### src/rtl/trap_controller.sv
// trap_controller: machine-mode trap entry / MRET sequencer.
// Owns mstatus, mie, mtvec, mepc, mcause and mtval. Issues one PC redirect per
// accepted trap or MRET and holds it until fetch accepts it.
module trap_controller #(
    parameter logic [31:0] MTVEC_RESET = 32'h0000_0000
) (
    input  logic        i_Clock,
    input  logic        i_Reset,
    input  logic        i_ExceptionRaised,
    input  logic        i_Interrupt,
    input  logic [3:0]  i_ExceptionCause,
    input  logic [31:0] i_TrapPc,
    input  logic [31:0] i_TrapValue,
    input  logic        i_Mret,
    input  logic [11:0] i_CsrAddress,
    input  logic        i_CsrWriteEnable,
    input  logic [31:0] i_CsrWriteData,
    output logic [31:0] o_CsrReadData,
    output logic        o_ExternalIntEnable,
    output logic        o_SoftwareIntEnable,
    output logic        o_TimerIntEnable,
    output logic        o_Busy,
    output logic        o_RedirectValid,
    output logic [31:0] o_RedirectPc,
    input  logic        i_RedirectReady
);

    typedef enum logic {
        IDLE     = 1'b0,
        REDIRECT = 1'b1
    } state_t;

    localparam logic [11:0] CSR_MSTATUS = 12'h300;
    localparam logic [11:0] CSR_MIE     = 12'h304;
    localparam logic [11:0] CSR_MTVEC   = 12'h305;
    localparam logic [11:0] CSR_MEPC    = 12'h341;
    localparam logic [11:0] CSR_MCAUSE  = 12'h342;
    localparam logic [11:0] CSR_MTVAL   = 12'h343;

    // Only MEIE (11), MTIE (7) and MSIE (3) exist in mie.
    localparam logic [31:0] MIE_MASK = 32'h0000_0888;

    state_t      state_q, state_d;
    logic        mstatus_mie_q, mstatus_mie_d;
    logic        mstatus_mpie_q, mstatus_mpie_d;
    logic [31:0] mie_q, mie_d;
    logic [31:0] mtvec_q, mtvec_d;
    logic [31:0] mepc_q, mepc_d;
    logic [31:0] mcause_q, mcause_d;
    logic [31:0] mtval_q, mtval_d;
    logic [31:0] redirect_pc_q, redirect_pc_d;

    logic        trap_accept;
    logic [31:0] trap_base;
    logic [31:0] trap_target;

    // Interrupts only enter when globally enabled; synchronous exceptions always do.
    assign trap_accept = i_ExceptionRaised && (!i_Interrupt || mstatus_mie_q);
    assign trap_base   = {mtvec_q[31:2], 2'b00};
    assign trap_target = (mtvec_q[0] && i_Interrupt)
                       ? trap_base + {26'b0, i_ExceptionCause, 2'b00}
                       : trap_base;

    assign o_Busy              = (state_q == REDIRECT);
    assign o_RedirectValid     = (state_q == REDIRECT);
    assign o_RedirectPc        = redirect_pc_q;
    assign o_ExternalIntEnable = mstatus_mie_q & mie_q[11];
    assign o_SoftwareIntEnable = mstatus_mie_q & mie_q[3];
    assign o_TimerIntEnable    = mstatus_mie_q & mie_q[7];

    // Combinational CSR read; returns pre-write values during a same-cycle write.
    always_comb begin
        o_CsrReadData = 32'h0;
        case (i_CsrAddress)
            CSR_MSTATUS: o_CsrReadData = {19'b0, 2'b11, 3'b0, mstatus_mpie_q,
                                          3'b0, mstatus_mie_q, 3'b0};
            CSR_MIE:     o_CsrReadData = mie_q;
            CSR_MTVEC:   o_CsrReadData = mtvec_q;
            CSR_MEPC:    o_CsrReadData = mepc_q;
            CSR_MCAUSE:  o_CsrReadData = mcause_q;
            CSR_MTVAL:   o_CsrReadData = mtval_q;
            default:     o_CsrReadData = 32'h0;
        endcase
    end

    // Next-state: trap entry beats MRET beats CSR write; REDIRECT ignores them all.
    always_comb begin
        // NOTE: every _d gets a hold default first so no path through the case infers a latch.
        state_d        = state_q;
        mstatus_mie_d  = mstatus_mie_q;
        mstatus_mpie_d = mstatus_mpie_q;
        mie_d          = mie_q;
        mtvec_d        = mtvec_q;
        mepc_d         = mepc_q;
        mcause_d       = mcause_q;
        mtval_d        = mtval_q;
        redirect_pc_d  = redirect_pc_q;

        case (state_q)
            IDLE: begin
                if (trap_accept) begin
                    mepc_d         = {i_TrapPc[31:2], 2'b00};
                    mcause_d       = {i_Interrupt, 27'b0, i_ExceptionCause};
                    mtval_d        = i_Interrupt ? 32'h0 : i_TrapValue;
                    mstatus_mpie_d = mstatus_mie_q;
                    mstatus_mie_d  = 1'b0;
                    redirect_pc_d  = trap_target;
                    state_d        = REDIRECT;
                end else if (i_Mret) begin
                    mstatus_mie_d  = mstatus_mpie_q;
                    mstatus_mpie_d = 1'b1;
                    redirect_pc_d  = mepc_q;
                    state_d        = REDIRECT;
                end else if (i_CsrWriteEnable) begin
                    case (i_CsrAddress)
                        CSR_MSTATUS: begin
                            mstatus_mie_d  = i_CsrWriteData[3];
                            mstatus_mpie_d = i_CsrWriteData[7];
                        end
                        CSR_MIE:    mie_d    = i_CsrWriteData & MIE_MASK;
                        CSR_MTVEC:  mtvec_d  = {i_CsrWriteData[31:2], 1'b0, i_CsrWriteData[0]};
                        CSR_MEPC:   mepc_d   = {i_CsrWriteData[31:2], 2'b00};
                        CSR_MCAUSE: mcause_d = {i_CsrWriteData[31], 27'b0, i_CsrWriteData[3:0]};
                        CSR_MTVAL:  mtval_d  = i_CsrWriteData;
                        default: ;
                    endcase
                end
            end
            REDIRECT: begin
                if (i_RedirectReady) begin
                    state_d = IDLE;
                end
            end
            default: state_d = IDLE;
        endcase
    end

    // State and CSR registers with synchronous active-high reset.
    always_ff @(posedge i_Clock) begin
        // NOTE: non-blocking assignments so every register samples pre-edge values.
        if (i_Reset) begin
            state_q        <= IDLE;
            mstatus_mie_q  <= 1'b0;
            mstatus_mpie_q <= 1'b0;
            mie_q          <= 32'h0;
            mtvec_q        <= MTVEC_RESET;
            mepc_q         <= 32'h0;
            mcause_q       <= 32'h0;
            mtval_q        <= 32'h0;
            redirect_pc_q  <= 32'h0;
        end else begin
            state_q        <= state_d;
            mstatus_mie_q  <= mstatus_mie_d;
            mstatus_mpie_q <= mstatus_mpie_d;
            mie_q          <= mie_d;
            mtvec_q        <= mtvec_d;
            mepc_q         <= mepc_d;
            mcause_q       <= mcause_d;
            mtval_q        <= mtval_d;
            redirect_pc_q  <= redirect_pc_d;
        end
    end

endmodule
### config.mk
export PLATFORM = sky130hd
export DESIGN_NAME = trap_controller
export DESIGN_NICKNAME = d
export VERILOG_FILES = /design/src/rtl/trap_controller.sv
export SDC_FILE = /design/constraint.sdc
export NUM_CORES = 1
export LEC_CHECK = 0
export ABC_AREA = 1
export BUFFER_PORTS_ARGS = -buffer_cell sky130_fd_sc_hd__buf_2
export CAP_MARGIN = 10
export CORE_MARGIN = 3
export CORE_UTILIZATION = 45
export CTS_CLUSTER_DIAMETER = 50
export DETAILED_ROUTE_END_ITERATION = 8
export PLACE_DENSITY_LB_ADDON = 0.1
export SYNTH_ARGS = -nofsm -noshare
export SYNTH_HDL_FRONTEND = slang
export SYNTH_SLANG_ARGS = --single-unit
### constraint.sdc
create_clock -name i_Clock -period 4.2 [get_ports i_Clock]
set_input_delay 0.84 -clock i_Clock [delete_from_list [all_inputs] [get_ports i_Clock]]
set_output_delay 0.84 -clock i_Clock [all_outputs]
set_load 0.05 [all_outputs]
==> summary.txt <==
Outcome
  – Status: finished, final reports clean

Die
  – Number of cell rows: 46
  – Die width: 135 um
  – Starting density of the core: 46.7%
  – Number of top-level pins: 188
  – Die area: 18,300 um^2
  – Core area: 16,100 um^2
  – Die Ht: 135 um

Clock network
  – CTS H-tree depth: 4
  – Clk Latency, worst-skew pair: 0.43 ns
  – Clock Sinks: 134
  – CTS Buffer Depth: 2
  – Clock slew at reported path FFs: 0.06 ns
  – CTS resizes: 0
  – Postcts setup bufs: 0
  – Post-CTS Hold Fix Bufs: 0
  – CTS tree: done
  – CTS root buf: clkbuf_16
  – Num CTS Buffers: 17

Routing
  – Initial DRC Count: 1,202
  – Vias per cell: 5.49
  – Total Wirelength: 28,500 um
  – DRC: 0
  – Drt pass-1 iters: 5
  – Via Count: 8,542
  – Final ANT Viol Nets: 0
  – DR WL/cell: 18.3 um

Power
  – Design Power: 3.77 mW
  – Worst VDD drop: 0.319 mV
  – PwrDens: 408 nW/um^2
  – Leakage: 3.93 nW

Synthesis
  – Warnings from Yosys: 0
  – Distinct cells, synth: 33
  – Post-synthesis sequential area ratio: 35.7%
  – XOR/XNOR Fraction of Synth Area: 0.582%
  – Post-synth EDFFs: 0
  – Compound-cell area share of the yosys netlist: 23.5%
  – Synth Area in Adders: 0.932%
  – Simple-gate portion of the synthesized area: 29.5%
  – Async SR Flop Fraction: 0%
  – Combinational family with the most area after synthesis: simple AND/OR/NAND/NOR gates
  – Main synth FF type: dfxtp_1
  – Synthesis-stage register bit count: 134
  – Mean Syn Cell Area: 6.36 um^2
  – Synth Cell Area: 7520 um^2
  – Mux contribution to synthesized area: 0%
  – Cell count after synthesis: 1,183

Cells and area
  – Final layout net count: 1,450
  – FILL cells: 1,698
  – Proportion of layout cells with a drive suffix above 1: 18.7%
  – Ant diodes: 0
  – Area delta synth->final: 22.8%
  – Final std cells w/o fill: 1,555

Critical path
  – Arr. time, crit path: 2.70 ns
  – Cells along the critical path: buf_2, nor2_2, inv_2, nor3_1, nand2_1, buf_4, o221ai_1, buf_2
  – CP startpoint kind: input port
  – Nature of the critical path endpoint: output port
  – Reg2reg setup slack: 1.65 ns
  – Max incr delay on CP: 0.36 ns
  – Crit path top cell by count: buf_2
  – Crit Path Category: in2out
  – Critical Path RT: 3.36 ns
  – Worst Path Max Fanout: 11
  – Critical-path top delay cell: nand2_1

STA
  – Crit share post-route: 84.3%
  – Worst Tran Pin Value: 1.01 ns
  – Final WS setup: 0.659 ns
  – TNS Setup: 0 ns
  – WHS: 0.458 ns
  – Final min period: 3.54 ns
  – Final Skew: 0.00869 ns
  – Fmax: 282 MHz
  – Slew headroom: 32.4%
  – Final setup violation count: 0
  – Fin. max-slew vios: 0
  – Hold Fails Final Rpt: 0
  – Unrepaired setup endpoints after global routing: false

Global route
  – Largest net degree at the start of global routing: 114
  – Vias in the first global route: 7,600
  – Grt total ovfl: 0
  – Initial antenna violation count: 0
  – Total track usage: 30.7%
  – Global-route wire length before repair: 43,100 um

Place
  – # port buffers: 183
  – Pre-CTS setup slack: 0.697 ns
  – GPL Wtd Cong: 0.984
  – Placed cells: 1,523
  – Detail Placement HPWL: 20,900 um

Job
  – Max_cap viols: 0

Hold path
  – Hold Crit Class: reg2reg
[state kept, by name, indices dropped and copies added, names as in the netlist]
name,cells
mcause_q,5
mepc_q,30
mie_q,3
mstatus_mie_q,1
mstatus_mpie_q,1
mtval_q,32
mtvec_q,31
o_Busy,1
o_RedirectPc,30
[worst max-delay path, delay by kind of cell]
family / cells / cell delay [ns]
compound gates: 1 / 0.23
buf+inv: 4 / 0.84
simple gates: 3 / 0.78
[stage by stage]
stage                     area (um^2)  utilization (%)
after floorplan                  7520                -
final                            9240             57.3
after global routing             9240             57.3
after detailed placement         8520             52.9
after global placement           8520             52.9
after CTS                        9240             57.3
[area by class of cell]
class	count	area [um^2]	share of cell area, %
flip-flops and latches	134	2680	29.0
multi-input cells	867	4120	44.6
clock buffers	19	443	4.79
clock inverters	13	275	2.98
well taps	216	270	2.93
inverters	105	395	4.28
repair buffers	201	1050	11.4
[layout by cell type (no fill, tap or decap), drive strengths merged]
cell,netlist,routed
nand2,231,231
buf,23,201
o21ai,177,177
nor2,148,148
dfxtp,134,134
nand3,122,122
a21oi,111,111
inv,105,104
clkbuf,55,19
o211ai,17,17
o221ai,13,13
nand4,11,11
nor3,11,11
bufinv,0,8
a31oi,4,4
o2111ai,4,4
ha,4,4
clkinvlp,0,4
xor2,3,3
xnor2,2,2
a211oi,2,2
clkinv,0,2
conb,1,2
or2,1,1
nand3b,1,1
o21a,1,1
nor4,1,1
fa,1,1
[kinds of logic after synthesis]
| logic type | after synthesis |
|---|---|
| AOI/OAI and AO/OA | 329 |
| and+or+nand+nor | 526 |
| buffers and inverters | 183 |
| adders and majority gates | 5 |
| DFF | 134 |
| other | 1 |
| xor gates and xnor gates | 5 |
[layer usage]
layer	track usage, %	routed length (um)	part of all wire (%)	up-vias
li1	-	-	-	4248
met1	47.7	13600	48	3827
met2	42.2	11600	41	425
met3	6.58	2710	9.5	42
met4	9.01	601	2.1	0
met5	0	0	0	-
[power by group]
group	switching [mW]	internal (mW)	leakage [nW]	total (mW)
combinational	0.388	0.159	2.50	0.546
sequential	0.0419	1.34	1.09	1.38
clock	0.594	1.25	0.335	1.84
total	1.02	2.75	3.93	3.77
[final timing paths]
kind	from	to	cells after the start
min	o_RedirectPc[27]	o_RedirectPc[27]	2
max	i_CsrAddress[3]	o_CsrReadData[17]	8
min reg2reg	o_RedirectPc[27]	o_RedirectPc[27]	2
max reg2reg	mstatus_mie_q	mepc_q[17]	7
[synth_stat cells (2+ instances only)]
master	count	share of area, %
nand2_1	231	12
o21ai_0	175	12
nor2_1	146	7.3
dfxtp_1	134	36
nand3_1	122	8.1
a21oi_1	111	7.4
inv_1	97	4.8
clkbuf_1	55	2.7
o211ai_1	17	1.7
o221ai_1	13	1.5
buf_2	11	0.73
nand4_1	11	0.92
inv_2	8	0.40
buf_4	7	0.70
nor3_1	7	0.47
a31oi_1	4	0.33
buf_1	4	0.20
ha_1	4	0.67
nor3_2	4	0.53
o2111ai_1	4	0.47
xor2_1	3	0.35
a211oi_1	2	0.20
nor2_2	2	0.17
xnor2_1	2	0.23
No activity file was read; power rests on OpenSTA's default activity.
